==> config.mk <==
export PLATFORM = sky130hd
export DESIGN_NAME = im_access_controller
export DESIGN_NICKNAME = d
export VERILOG_FILES = /design/src/rtl/im_access_controller.sv
export SDC_FILE = /design/constraint.sdc
export NUM_CORES = 1
export LEC_CHECK = 0
export ABC_AREA = 1
export ABC_CLOCK_PERIOD_IN_PS = 2400
export BUFFER_PORTS_ARGS = -buffer_cell sky130_fd_sc_hd__buf_2
export CAP_MARGIN = 10
export CORE_ASPECT_RATIO = 2
export CORE_MARGIN = 5
export CORE_UTILIZATION = 47
export CTS_CLUSTER_DIAMETER = 200
export DETAILED_ROUTE_END_ITERATION = 10
export PLACE_DENSITY = 0.95
export RECOVER_POWER = 25
export SYNTH_ARGS = -nofsm -noshare
export SYNTH_HDL_FRONTEND = slang
export SYNTH_SLANG_ARGS = --single-unit
==> constraint.sdc <==
create_clock -name CLK -period 2.4 [get_ports CLK]
set_input_delay 0.48 -clock CLK [delete_from_list [all_inputs] [get_ports CLK]]
set_output_delay 0.48 -clock CLK [all_outputs]
set_load 0.01 [all_outputs]
==> src/rtl/im_access_controller.sv <==
// Single-port instruction memory arbiter: serves fetch reads and sequences
// burst program loads, stalling fetch while a load owns the port.
module im_access_controller #(
    parameter int ADDR_W = 10,
    parameter int DATA_W = 32,
    parameter int DEPTH  = 1024
) (
    input  logic              CLK,
    input  logic              RST,
    input  logic              fetch_req,
    input  logic [ADDR_W-1:0] fetch_addr,
    output logic              fetch_valid,
    output logic [DATA_W-1:0] fetch_instr,
    output logic              stall,
    input  logic              load_start,
    input  logic [ADDR_W-1:0] load_base,
    input  logic [ADDR_W:0]   load_count,
    input  logic              load_valid,
    input  logic [DATA_W-1:0] load_data,
    output logic              load_ready,
    output logic              load_busy,
    output logic              load_done,
    output logic              mem_we,
    output logic [ADDR_W-1:0] mem_addr,
    output logic [DATA_W-1:0] mem_data,
    input  logic [DATA_W-1:0] mem_q
);

    typedef enum logic [1:0] {
        S_IDLE,
        S_LOAD,
        S_DONE
    } state_t;

    localparam logic [ADDR_W:0] DEPTH_C = (ADDR_W + 1)'(DEPTH);
    localparam logic [ADDR_W:0] ONE_C   = (ADDR_W + 1)'(1);

    state_t              state_q, state_d;
    logic [ADDR_W-1:0]   ptr_q, ptr_d;
    logic [ADDR_W:0]     rem_q, rem_d;
    logic                fetch_valid_q, fetch_valid_d;
    logic [DATA_W-1:0]   fetch_instr_q, fetch_instr_d;

    always_comb begin
        state_d       = state_q;
        ptr_d         = ptr_q;
        rem_d         = rem_q;
        fetch_valid_d = 1'b0;
        fetch_instr_d = fetch_instr_q;
        mem_we        = 1'b0;
        mem_addr      = fetch_addr;
        mem_data      = '0;
        load_ready    = 1'b0;
        load_busy     = 1'b0;
        load_done     = 1'b0;
        stall         = load_start | (state_q != S_IDLE);

        case (state_q)
            S_IDLE: begin
                // A load request wins the port; the coincident fetch is dropped.
                if (load_start) begin
                    ptr_d   = load_base;
                    rem_d   = (load_count > DEPTH_C) ? DEPTH_C : load_count;
                    state_d = (load_count == '0) ? S_DONE : S_LOAD;
                end else if (fetch_req) begin
                    fetch_valid_d = 1'b1;
                    fetch_instr_d = mem_q;
                end
            end
            S_LOAD: begin
                load_busy  = 1'b1;
                load_ready = 1'b1;
                mem_addr   = ptr_q;
                mem_data   = load_data;
                mem_we     = load_valid;
                if (load_valid) begin
                    ptr_d = ptr_q + ADDR_W'(1);
                    rem_d = rem_q - ONE_C;
                    if (rem_q == ONE_C) begin
                        state_d = S_DONE;
                    end
                end
            end
            S_DONE: begin
                load_busy = 1'b1;
                load_done = 1'b1;
                state_d   = S_IDLE;
            end
            default: begin
                state_d = S_IDLE;
            end
        endcase
    end

    always_ff @(posedge CLK) begin
        if (RST) begin
            state_q       <= S_IDLE;
            ptr_q         <= '0;
            rem_q         <= '0;
            fetch_valid_q <= 1'b0;
            fetch_instr_q <= '0;
        end else begin
            state_q       <= state_d;
            ptr_q         <= ptr_d;
            rem_q         <= rem_d;
            fetch_valid_q <= fetch_valid_d;
            fetch_instr_q <= fetch_instr_d;
        end
    end

    assign fetch_valid = fetch_valid_q;
    assign fetch_instr = fetch_instr_q;

endmodule

==> results.py, run 1 <==
metrics = {
    "outcome": {
        "status": "finished clean",
    },
    "critical_path": {
        "cp.arrival_ps": 1650,
        "crit_family": "buffers and inverters",
        "cp.required_ps": 1920,
        "critPathMaxFanout": 28,
        "crit_type": "register to output pin",
        "worst_path_most_repeated_cell": "inv_1",
        "cp-start-kind": "register",
        "critPathBufInv": 4,
        "critPathMaxStageDelay_ps": 330,
        "endpoint_kind": "output pin",
        "slowest_stage": "dfxtp_1",
        "crit_chain": "inv_1 > ha_2 > inv_1 > buf_4 > o21ai_0 > buf_2",
    },
    "grt": {
        "track_usage_pct": 21.8,
        "grt_max_degree": 63,
        "grt_pass1_vias": 3401,
        "antenna_found_initial": 0,
        "overflow": 0,
        "grt_pass1_wl_um": 14300,
    },
    "logic_synthesis": {
        "synth.distinct_cells": 28,
        "synth_area_mm2": 0.00304,
        "yosys.area_share.adder_pct": 2.47,
        "synth-async-reset-ratio_pct": 0,
        "synth_seq_area_share_pct": 36.9,
        "yosys_warnings": 0,
        "syn_inst": 474,
        "synth_top_family_by_area": "compound AO/OA/AOI/OAI gates",
        "synth_seq_cells": 56,
        "synthXorXnorAreaFrac_pct": 1.15,
        "yosysMostFrequentCell": "nand2_1",
        "yosys.area.top_type": "dfxtp_1",
        "synth.avg_cell_area_um2": 6.41,
        "syn_nets": 580,
        "synth_common_cells": "96 x nand2_1, 92 x inv_1, 67 x o21ai_0",
        "synth_edf_count": 0,
        "synthFlopType": "dfxtp_1",
        "yosys.area_share.simple_pct": 19.8,
        "synth_compound_area_share_pct": 23.8,
        "synth_mux_area_share_pct": 0,
        "synth.top_cell.area_share_pct": 36.9,
        "synth.area.top_cells": "dfxtp_1 37%, nand2_1 12%, inv_1 11%",
    },
    "sta": {
        "relSlewSlack_pct": 66.2,
        "fmax_mhz": 469,
        "post-route-period-util_pct": 88.9,
        "rsz0062_at_grt": "false",
        "setup_tns_ps": 0,
        "period_needed_ps": 2130,
        "final-hold-violation-count": 0,
        "layout_setup_ws_ps": 267,
        "finClkSkew_ps": 5.92,
        "worstMarginPinSlew_ps": 506,
        "drv_slew": 0,
        "setup_viol": 0,
    },
    "clock_network": {
        "clk_pin_slew_worst_paths_ps": 70,
        "h-tree-depth": 2,
        "cts_sinks": 56,
        "clockBufferDepth": 2,
        "cts_hold_buffers": 0,
        "cts_setup_buffers": 0,
        "cts_tree": "yes",
        "cts_resized": 0,
        "cts_buffers": 5,
        "clock_latency_ps": 290,
        "cts_root_buffer": "clkbuf_16",
    },
    "floorplanning": {
        "io_pins": 180,
        "start_util_pct": 48.2,
        "core_mm2": 0.00631,
        "dieArea_mm2": 0.00827,
        "die_height_um": 124,
        "die_w_um": 66.9,
        "rows": 41,
    },
    "drt": {
        "drtAntennaViolNets": 0,
        "wl_um": 9500,
        "avgViaCountPerCell": 4.87,
        "drc": 0,
        "wl_per_cell_um": 13.1,
        "dr.pass1.iters": 4,
        "vias": 3541,
        "drt-initial-drc-count": 269,
    },
    "flow_run": {
        "cap_viol_max_count": 0,
    },
    "layout": {
        "antenna_cells": 0,
        "drive_gt1_share_pct": 26.1,
        "fillCellCount": 595,
        "fin_nets": 746,
        "area_growth_pct": 35.9,
    },
    "placed_design": {
        "dpl_worst_slack_ps": 596,
        "portBuffers": 179,
        "gp_congestion": 0.892,
        "hpwlAfterDp_um": 7430,
    },
    "power": {
        "p_leak_nw": 2.20,
        "ir_drop_mv": 0.652,
        "power.density_mw_per_mm2": 1120,
    },
    "hold_path": {
        "worstHoldPathType": "primary input to register",
    },
}
==> worst paths after layout <==
path / from / end / slack, ps / cells after the start
min reg2reg: fetch_instr[31] / fetch_instr[31] / 450 / 2
min: load_base[0] / ptr_q[0] / 440 / 3
max reg2reg: state_q[0] / ptr_q[5] / 620 / 10
max: state_q[1] / mem_addr[7] / 270 / 6
==> cells by family (layout without fill, tap and decap cells) <==
family / Yosys count / after routing
AOI/OAI and AO/OA: 138 / 138
buffers and inverters: 120 / 287
xor gates and xnor gates: 4 / 4
adders and majority gates: 6 / 6
and+or+nand+nor: 150 / 150
DFF: 56 / 56
==> final cells by class <==
class                      instances  area, um^2  share of cell area [%]
clock inverter                     3        46.3                    1.12
tap                               86         108                    2.61
timing repair buffer             185         937                    22.7
inverter                          94         355                    8.60
sequential                        56        1120                    27.1
multi-input combinational        298        1440                    34.8
clock buffer                       5         125                    3.03
==> state kept, by name, summed over array words and instances (netlist names) <==
register,count
state_q,2
ptr_q,10
fetch_instr,32
fetch_valid,1
rem_q,11
==> layout by cell type, fill, tap and decap left out, drive strengths merged, types with 7 or more instances in the layout <==
master / count
buf: 152
nand2: 96
inv: 95
o21ai: 70
dfxtp: 56
a21oi: 55
clkbuf: 38
nor2: 29
nand3: 18
a31oi: 7
==> stage by stage <==
stage,utilization (%),instance area [um^2],std cells,hold slack (ps),power [mW]
final,65.5,4130,727,438,4.63
after global routing,65.5,4130,727,447,5.05
after CTS,66.2,4180,727,435,4.69
after detailed placement,63.5,4010,719,433,3.84
after global placement,63.5,4010,719,428,3.75
after floorplan,-,3040,474,450,3.08
==> routing by layer <==
metal | global-route usage, % | share of wire, % | wire length [um] | up-vias
li1 | - | - | - | 1827
met3 | 2.53 | 5.7 | 538 | 23
met4 | 10.9 | 2.9 | 271 | 0
met5 | 0 | 0 | 0 | -
met2 | 42.2 | 57 | 5370 | 124
met1 | 21.9 | 35 | 3320 | 1567
==> worst min-delay path: stages <==
cell and delay [ps]:
buf_2 80, a211oi_1 60, nor2_1 70
==> where the power goes <==
| part | leakage [nW] | switching, mW | internal, mW |
|---|---|---|---|
| logic | 1.66 | 1.54 | 0.869 |
| clock network | 0.0804 | 0.331 | 0.496 |
| registers | 0.461 | 0.196 | 1.20 |
| total | 2.20 | 2.06 | 2.57 |
Power figures use the tool's default switching activity.
==> run 2, diff against run 1 <==
ABC_CLOCK_PERIOD_IN_PS = 2000   (was 2400)
CORE_MARGIN = 4   (was 5)
CORE_UTILIZATION = 44   (was 47)
PLACE_DENSITY = 0.91   (was 0.95)
clock period = 2 ns   (was 2.4 ns; I/O delays follow)
==> run 2 against run 1 <==
Largest power group unchanged. Critical endpoint is now mem_addr[8]. Clock skew is 0.60 ps lower. Routed wire length is 0.75% higher. Worst setup slack worse by 160 ps. Largest cell class unchanged. Sequential power is 21% higher.
==> results.py, run 2 (same netlist as run 1, synthesis figures left out) <==
metrics = {
    "outcome": {
        "status": "finished clean",
    },
    "grt": {
        "antenna_found_initial": 0,
        "grt_max_degree": 52,
        "overflow": 0,
        "grt_pass1_vias": 3261,
        "grt_pass1_wl_um": 14700,
        "track_usage_pct": 22.0,
    },
    "sta": {
        "worstMarginPinSlew_ps": 511,
        "rsz0062_at_grt": "true",
        "relSlewSlack_pct": 65.6,
        "drv_slew": 0,
        "finClkSkew_ps": 5.32,
        "post-route-period-util_pct": 94.7,
        "setup_viol": 0,
        "fmax_mhz": 528,
        "period_needed_ps": 1890,
        "final-hold-violation-count": 0,
    },
    "drt": {
        "vias": 3565,
        "avgViaCountPerCell": 4.88,
        "wl_um": 9570,
        "wl_per_cell_um": 13.1,
        "drc": 0,
        "drtAntennaViolNets": 0,
        "drt-initial-drc-count": 206,
        "dr.pass1.iters": 5,
    },
    "placed_design": {
        "placed_area_mm2": 0.00402,
        "portBuffers": 179,
        "gp_congestion": 0.863,
        "hpwlAfterDp_um": 7310,
    },
    "clock_network": {
        "clockBufferDepth": 2,
        "cts_root_buffer": "clkbuf_16",
        "cts_tree": "yes",
        "clk_pin_slew_worst_paths_ps": 70,
        "cts_buffers": 5,
        "cts_sinks": 56,
        "h-tree-depth": 2,
        "cts_setup_buffers": 0,
        "clock_latency_ps": 290,
    },
    "critical_path": {
        "critPathMaxFanout": 51,
        "crit_type": "register to output pin",
        "r2r_slack_ps": 210,
        "endpoint_kind": "output pin",
        "cp.required_ps": 1600,
        "cp.arrival_ps": 1490,
        "cp-start-kind": "register",
    },
    "floorplanning": {
        "core_mm2": 0.00667,
        "die_w_um": 66.8,
        "rows": 42,
        "io_pins": 180,
        "die_height_um": 126,
        "dieArea_mm2": 0.00838,
        "start_util_pct": 45.5,
    },
    "power": {
        "power.density_mw_per_mm2": 1360,
        "pwr-share-clk_pct": 17.5,
        "p_switching_mw": 2.54,
        "p_seq_share_pct": 29.7,
        "ir_drop_mv": 0.868,
        "comb_power_share_pct": 52.8,
        "p_leak_nw": 2.23,
        "swShare_pct": 44.5,
        "p_int_mw": 3.17,
    },
    "layout": {
        "utilization_pct": 62.8,
        "fin_area_mm2": 0.00419,
        "most-common-layout-cells": "146 x buf_2, 95 x nand2_1, 91 x inv_1, 67 x o21ai_0, 55 x dfxtp_1",
        "final_common_cell": "buf_2",
        "drive_gt1_share_pct": 27.1,
        "area_growth_pct": 37.8,
        "antenna_cells": 0,
        "largest_register_ff_count": 32,
        "fin_nets": 748,
    },
    "hold_path": {
        "worstHoldPathType": "primary input to register",
    },
    "flow_run": {
        "cap_viol_max_count": 0,
    },
}
run 2: cell types whose count changed in the layout (fill, tap and decap cells not counted), sizes merged:
cell	change
buf	+1
clkbuf	+1
run 2: power by group through the flow:
stage / sequential [mW] / clock [mW] / combinational (mW)
final: 1.70 / 1.00 / 3.02
after global routing: 1.73 / 1.08 / 3.39
after CTS: 1.68 / 1.03 / 2.97
after detailed placement: 1.70 / 0 / 2.94
after global placement: 1.67 / 0 / 2.84
after floorplan: 1.71 / 0 / 1.99
run 2: final cells by class:
class | count | area (um^2)
clock buffer | 5 | 125
multi-input combinational | 298 | 1460
fill | 667 | 2480
timing repair buffer | 187 | 970
inverter | 94 | 358
sequential | 56 | 1120
tap | 88 | 110
clock inverter | 3 | 46.3
run 2: final timing paths:
check | start | endpoint | depth (start not counted)
max | state_q[1] | mem_addr[8] | 6
min | load_base[0] | ptr_q[0] | 3
max reg2reg | state_q[0] | ptr_q[5] | 10
min reg2reg | fetch_instr[25] | fetch_instr[25] | 2
run 2: per-layer routing:
metal / routed length (um) / track usage [%]
met5: 0 / 0
met4: 320 / 8.26
met3: 572 / 3.41
met2: 5330 / 41.4
met1: 3340 / 23.4
run 2: stage by stage:
step / hold slack (ps) / setup TNS, ps / power (mW) / std cells / setup WS [ps]
2_1_floorplan: 450 / 0 / 3.70 / 474 / 246
3_3_place_gp: 428 / 0 / 4.51 / 722 / 355
3_5_place_dp: 435 / 0 / 4.64 / 722 / 269
4_1_cts: 354 / 0 / 5.68 / 730 / 38.9
5_1_grt: 361 / -6.39 / 6.19 / 731 / -6.39
6_report: 350 / 0 / 5.71 / 731 / 105
run 2: worst max-delay path, stage by stage (launching register included):
cell and delay, ps:
dfxtp_2 340, inv_1 100, ha_4 210, buf_12 230
nand2_1 100, nand2_1 70, buf_2 130
run 2: timing repair:
item / in CTS / in global routing
hold buffers: 0 / 0
gates resized for setup: 1 / 5
gates cloned: 0 / 1
setup endpoints to repair: 1 / 8
endpoints found under the hold margin: 0 / 0
